## config.mk

```make
export PLATFORM = sky130hd
export DESIGN_NAME = serial_rx
export DESIGN_NICKNAME = d
export VERILOG_FILES = /design/src/rtl/serial_rx.sv
export SDC_FILE = /design/constraint.sdc
export NUM_CORES = 1
export LEC_CHECK = 0
export CORE_MARGIN = 2
export CORE_UTILIZATION = 40
export DETAILED_ROUTE_END_ITERATION = 8
export PLACE_DENSITY_LB_ADDON = 0.3
export SLEW_MARGIN = 20
export SYNTH_ARGS = -nofsm -noshare
export SYNTH_HDL_FRONTEND = slang
export SYNTH_SLANG_ARGS = --single-unit
```

## constraint.sdc

```tcl
create_clock -name clk -period 1.7 [get_ports clk]
set_input_delay 0.17 -clock clk [delete_from_list [all_inputs] [get_ports clk]]
set_output_delay 0.17 -clock clk [all_outputs]
set_load 0.05 [all_outputs]
```

## src/rtl/serial_rx.sv

```systemverilog
// serial_rx: resynchronises a transmission/clock/data serial stream into clk and deserialises WIDTH-bit words.
// Optional even-parity checking per word is enabled by defining SERIAL_RX_PARITY_EN.
module serial_rx #(
  parameter int WIDTH       = 8,
  parameter bit MSB_FIRST   = 1'b1,
  parameter int SYNC_STAGES = 2
) (
  input  logic             clk,
  input  logic             rst,
  input  logic             transmission,
  input  logic             clock,
  input  logic             data,
  output logic [WIDTH-1:0] word,
  output logic             word_valid,
  output logic             frame_err,
  output logic             busy,
  output logic [7:0]       word_count
);

`ifdef SERIAL_RX_PARITY_EN
  localparam int NSTB = WIDTH + 1;
`else
  localparam int NSTB = WIDTH;
`endif
  localparam int CW = $clog2(NSTB + 1);

  typedef enum logic [1:0] {IDLE, SHIFT, DRAIN} state_t;

  logic [SYNC_STAGES-1:0] tx_sync_reg, ck_sync_reg, d_sync_reg;
  logic                   tx_s, ck_s, d_s, bit_stb;
  logic                   ck_prev_reg, stb_reg, bit_reg, tx_reg, armed_reg;
  state_t                 state_reg, state_next;
  logic [CW-1:0]          cnt_reg, cnt_next;
  logic [WIDTH-1:0]       sr_reg, sr_next, sr_shift, assembled;
  logic [WIDTH-1:0]       word_reg, word_next;
  logic                   valid_reg, valid_next, err_reg, err_next, busy_reg, busy_next;
  logic [7:0]             count_reg, count_next;
  logic                   done, good;

  assign tx_s    = tx_sync_reg[SYNC_STAGES-1];
  assign ck_s    = ck_sync_reg[SYNC_STAGES-1];
  assign d_s     = d_sync_reg[SYNC_STAGES-1];
  assign bit_stb = ck_s & ~ck_prev_reg;

  // The frame-enable synchroniser resets high so a receiver released while
  // transmission is already high waits for a genuine low-to-high frame start.
  always_ff @(posedge clk or posedge rst) begin
    if (rst) begin
      tx_sync_reg <= '1;
      ck_sync_reg <= '0;
      d_sync_reg  <= '0;
      ck_prev_reg <= 1'b0;
      stb_reg     <= 1'b0;
      bit_reg     <= 1'b0;
      tx_reg      <= 1'b1;
      armed_reg   <= 1'b0;
      state_reg   <= IDLE;
      cnt_reg     <= '0;
      sr_reg      <= '0;
      word_reg    <= '0;
      valid_reg   <= 1'b0;
      err_reg     <= 1'b0;
      busy_reg    <= 1'b0;
      count_reg   <= '0;
    end else begin
      tx_sync_reg <= {tx_sync_reg[SYNC_STAGES-2:0], transmission};
      ck_sync_reg <= {ck_sync_reg[SYNC_STAGES-2:0], clock};
      d_sync_reg  <= {d_sync_reg[SYNC_STAGES-2:0], data};
      ck_prev_reg <= ck_s;
      // Strobe, bit value and frame enable are re-registered together so the
      // FSM always sees them aligned on the same cycle.
      stb_reg     <= bit_stb;
      bit_reg     <= d_s;
      tx_reg      <= tx_s;
      armed_reg   <= armed_reg | ~tx_reg;
      state_reg   <= state_next;
      cnt_reg     <= cnt_next;
      sr_reg      <= sr_next;
      word_reg    <= word_next;
      valid_reg   <= valid_next;
      err_reg     <= err_next;
      busy_reg    <= busy_next;
      count_reg   <= count_next;
    end
  end

  assign sr_shift = MSB_FIRST ? {sr_reg[WIDTH-2:0], bit_reg} : {bit_reg, sr_reg[WIDTH-1:1]};
  assign done     = stb_reg && (cnt_reg == CW'(NSTB - 1));

`ifdef SERIAL_RX_PARITY_EN
  logic par_reg, par_next;

  // Running XOR of the data bits; the final strobe carries the parity bit.
  always_comb begin
    par_next = par_reg;
    if (done)
      par_next = 1'b0;
    else if (state_reg != SHIFT)
      par_next = stb_reg & bit_reg;
    else if (stb_reg)
      par_next = par_reg ^ bit_reg;
  end

  always_ff @(posedge clk or posedge rst) begin
    if (rst) par_reg <= 1'b0;
    else     par_reg <= par_next;
  end

  assign good      = ~(par_reg ^ bit_reg);
  assign assembled = sr_reg;
`else
  assign good      = 1'b1;
  assign assembled = sr_shift;
`endif

  always_comb begin
    state_next = state_reg;
    cnt_next   = cnt_reg;
    sr_next    = sr_reg;
    word_next  = word_reg;
    valid_next = 1'b0;
    err_next   = 1'b0;
    count_next = count_reg;
    case (state_reg)
      IDLE: begin
        if (tx_reg && armed_reg) begin
          state_next = SHIFT;
          cnt_next   = '0;
          if (stb_reg) begin
            sr_next  = sr_shift;
            cnt_next = CW'(1);
          end
        end
      end
      SHIFT: begin
        if (done) begin
          cnt_next = '0;
          sr_next  = sr_shift;
          if (good) begin
            word_next  = assembled;
            valid_next = 1'b1;
            count_next = count_reg + 8'd1;
          end else begin
            err_next = 1'b1;
          end
          if (!tx_reg)
            state_next = IDLE;
`ifdef SERIAL_RX_PARITY_EN
          else if (!good)
            state_next = DRAIN;
`endif
        end else if (!tx_reg) begin
          state_next = IDLE;
          cnt_next   = '0;
          err_next   = (cnt_reg != '0);
        end else if (stb_reg) begin
          sr_next  = sr_shift;
          cnt_next = cnt_reg + CW'(1);
        end
      end
      DRAIN: begin
        if (!tx_reg)
          state_next = IDLE;
      end
      default: state_next = IDLE;
    endcase
    busy_next = (state_next == SHIFT);
  end

  assign word       = word_reg;
  assign word_valid = valid_reg;
  assign frame_err  = err_reg;
  assign busy       = busy_reg;
  assign word_count = count_reg;

endmodule

```

; Word-level counts from Yosys, hierarchy flattened
; Index checks and enable logic that the tools add are counted.
[word_totals]
ff_bits = 44
input_bits = 5
word_cells = 57
[op_classes]
addsub = 2
eq_ne = 7
n_mux = 19
bitwise_logic = 4
reduce_logical = 9
[ops]
columns = cell, n
row1 = $mux W8, 4
row2 = $mux W4, 4
row3 = $pmux W8 S2, 1
row4 = $add A8 B1 Y8 const B, 1
row5 = $pmux W4 S2, 1
row6 = $mux W1, 6
row7 = $reduce_and A3 Y1, 2
row8 = $add A4 B1 Y4 const B, 1
row9 = $eq A2 B1 Y1 const B, 2
row10 = $eq A4 B3 Y1 const B, 1
row11 = $mux W2, 2
row12 = $ne A4 B4 Y1 const B, 1
row13 = $pmux W2 S2, 1
row14 = $reduce_bool A4 Y1, 1
row15 = $ne A3 B3 Y1 const B, 1
row16 = $eq A2 B2 Y1 const B, 1
row17 = $logic_and A1 B1 Y1, 2
row18 = $logic_not A2 Y1, 1
row19 = $ne A2 B2 Y1 const B, 1
row20 = $not A1 Y1, 2
row21 = $reduce_and A2 Y1, 1
row22 = $reduce_bool A2 Y1, 1
row23 = $reduce_or A2 Y1, 1
row24 = $and A1 B1 Y1, 1
row25 = $or A1 B1 Y1, 1

; Logic depth before layout (Yosys ltp)
[logic_depth]
depth_word = 5
depth_mapped = 6
mapped_depth_nobuf = 5

; Worst setup path after synthesis
; OpenSTA, ideal clock, no wires.
[synth_timing]
path_kind = flip-flop to flip-flop
startpoint = register state_reg[0]
endpoint = register with a tool-made name
arrival_ns = 1.661
slack_ns = -0.085
path_stages_with_launch = 6
period_less_slack_ns = 1.785
cell_sequence = dfrtp_1 -> inv_1 -> ha_1 -> or2b_1 -> a221oi_4 -> mux2_2
[synth_rtl]
columns = item, line
row1 = from (decl), 32  ; state_t state_reg, state_next;
row2 = from (signal assigned), 76  ; state_reg <= state_next;

; Final worst setup path
[layout_timing]
startpoint = register state_reg[0]
endpoint = register cnt_reg[2]
[layout_via]
elab_chain_cells = 3
elab_cells_between_ends = 7
[layout_lines]
columns = item, line
row1 = $eq A2 B1 Y1 / $logic_not A2 Y1 (equally long branches), 124  ; case (state_reg)
row2 = $ne A4 B4 Y1 (no source line) (tied with other cells), --
row3 = $reduce_and A3 Y1 (no source line), --
row4 = to (signal assigned), 77  ; cnt_reg <= cnt_next;
row5 = to (decl), 33  ; logic [CW-1:0] cnt_reg, cnt_next;
; Parallel ways exist; a longest one is shown, timed or not.
; A chain may end at the register's enable or synchronous reset.

==> flow_summary.toml <==
[outcome]
outcome = "complete, but fails checks"
failed_checks = "negative setup slack"

[global_route]
grt_pass1_wl_um = 5760
grt_usage = 0.147
antenna_found_initial = 0
grt_max_degree = 44
overflow = 0
grt_pass1_vias = 1254

[synth]
synthMostInstantiatedCell = "dfrtp_1"
ys.warnings.count = 0
synthArstFlopShare = 1.00
yosysTopAreaCell = "dfrtp_1"
syn_inst = 131
yosysUniqueCellTypes = 37
muxShareOfSynthArea = 0.106
yosys.area_share.adder = 0.0420
ys_top_cells_by_count = "dfrtp_1 (40), mux2_2 (16), inv_1 (9)"
syn_avg_cell_area_sq_um = 13.6
synth_area_leaders = "dfrtp_1 (56%), mux2_2 (10%), dfstp_2 (4.4%)"
synth_top_area_share = 0.560
syn-num-nets = 142
synth_top_family_by_area = "simple AND/OR/NAND/NOR gates"
synth-compound-area-share = 0.0616
synth-simple-area-share = 0.116
synth_xor_area_frac = 0.0392
yosys_most_used_dff = "dfrtp_1"
synth_edf_count = 0
synth_seq_area_share = 0.604
syn-cell-area_sq_mm = 0.00179
ys_ff_latch = 43

[setup_path]
cp.arrival_ns = 1.97
worst-path-max-fanout = 5
r2r_cells = 6
r2r-end = "cnt_reg[2]$_DFFE_PP0P_"
cp-end-kind = "flop"
startpoint_type = "flop"
r2r_slack_ns = -0.1
worstSetupPathType = "reg -> reg"
crit_required_ns = 1.88
reg2reg_from = "state_reg[0]$_DFF_PP0_"

[clock_tree]
cts_sinks = 43
clock_path_buffers = 2
clock_latency_ns = 0.29
cts_root_buf = "clkbuf_8"
ctsHtreeMaxLevel = 2
clkTransAtPathRegs_ns = 0.08
cts_tree = "done"
cts_buffers = 5
cts_hold_buf = 0

[layout]
antenna_cells = 0
layout.nets = 197
drive_gt1_frac = 0.406
syn2layout_area_growth_pct = 38.4
design_area_sq_mm = 0.00247

[floorplanning]
design.die.area_sq_mm = 0.00502
die_w_um = 70.8
placementRows = 24
ios = 24
die_y_um = 70.8
start_util = 0.413
core_region_area_sq_mm = 0.00432

[sta]
max_freq_mhz = 557
worst_pin_slew_ns = 0.510
hold_ws_ns = 0.228
layout_setup_ws_ns = -0.0952
finalClockSkew_ns = 0.00676
hold_violations = 0
drv_slew = 0
tns_ns = -0.590
relSlewSlack = 0.659
min_period_over_period = 1.06
rsz0062_at_grt = "true"
min_period_ns = 1.80
setup_viol = 11

[placed_design]
dp_hpwl_um = 2240
place.gp.congestion = 0.874
placed_cell_area_sq_mm = 0.00223
port_buffers = 23

[worst_hold_path]
min_path_type = "in -> async"

[power]
p_total_uw = 2920
leakage_uw = 0.00125
ir_drop_mv = 0.616
powerDensity_mw_per_mm2 = 1180

[drt]
drt-initial-drc-count = 32
drt_first_pass_iters = 4
ant_nets = 0
drc = 0
postRouteWirelength_um = 3410
post_drt_via_cell_ratio = 4.92
wire_per_inst_um = 14.3
via_count = 1177

[flow_run]
cap_viol_max_count = 0
## power breakdown
| group | switching [uW] | internal [uW] |
|---|---|---|
| clock | 321 | 439 |
| sequential | 99.6 | 1160 |
| combinational | 402 | 503 |
## worst max-delay path, cell delays in order, from the launching register on
cell and delay, ns:
dfrtp_2 0.44, ha_4 0.18, buf_4 0.13, buf_6 0.11, and3b_1 0.17, or3_4 0.35
a211o_2 0.30
## through the flow
| step | utilization | worst slack, ns | instances |
|---|---|---|---|
| after floorplan | - | -0.0411 | 131 |
| after global placement | 0.517 | -0.0598 | 224 |
| after detailed placement | 0.517 | -0.128 | 224 |
| after CTS | 0.556 | -0.0483 | 235 |
| after global routing | 0.572 | -0.146 | 239 |
| final | 0.572 | -0.0952 | 239 |
## cells in the final DEF, fill, tap and decap left out, types with 2 or more instances in the layout
cell type and count:
buf_4 30, nand3_1 8, xor2_1 4, inv_1 7, buf_12 2, ha_4 2
inv_2 2, nor4_1 2, mux2_2 12, nor3_1 4, ha_1 3, a21oi_1 3
clkbuf_1 2, nand2_1 4, xnor2_1 4, mux2_4 4, nor2_1 2, clkbuf_8 5
dfrtp_1 39, clkdlybuf4s50_1 15, buf_6 3, dfstp_2 3
## timing repair
| action | CTS | global route |
|---|---|---|
| resized for setup | 10 | 7 |
| endpoints found under the setup margin | 10 | 20 |
| buffers inserted | 3 | 3 |
| gates cloned | 0 | 1 |
| pin swaps | 0 | 2 |
| hold endpoints to repair | 0 | 0 |
## layout make-up
| type | count | area [sq um] |
|---|---|---|
| repair buffers | 51 | 474 |
| multi-input cells | 76 | 713 |
| well taps | 52 | 65.1 |
| flip-flops and latches | 43 | 1080 |
| clock buffers | 7 | 76.3 |
| inverters | 9 | 33.8 |
| clock inverters | 1 | 30.0 |
| fillers | 357 | 1850 |
## worst max path at each step
| stage | start | endpoint | slack (ns) | cells after the start |
|---|---|---|---|---|
| after floorplan | state_reg[0]$_DFF_PP0_ | flop | -0.04 | 5 |
| after global placement | state_reg[1]$_DFF_PP0_ | flop | -0.06 | 6 |
| after detailed placement | state_reg[1]$_DFF_PP0_ | flop | -0.13 | 6 |
| after CTS | state_reg[1]$_DFF_PP0_ | flop | -0.05 | 6 |
| after global routing | state_reg[1]$_DFF_PP0_ | flop | -0.15 | 6 |
| final | state_reg[0]$_DFF_PP0_ | cnt_reg[2]$_DFFE_PP0P_ | -0.1 | 6 |
## logic make-up after synthesis
kind of cell,Yosys count
AO/OA/AOI/OAI,12
multiplexers,17
buffers and inverters,12
adder cells (fa/ha/maj),6
AND/OR/NAND/NOR,33
XOR/XNOR,8
flip-flops,43
## per-layer routing
layer | up-vias | global-route usage | wire length, um
met4 | 0 | 0.0629 | 60
met3 | 7 | 0.0427 | 120
met1 | 584 | 0.180 | 1550
li1 | 565 | - | -
met2 | 21 | 0.243 | 1680
met5 | - | 0 | 0
Note: power is estimated with default switching activity, not from simulation.
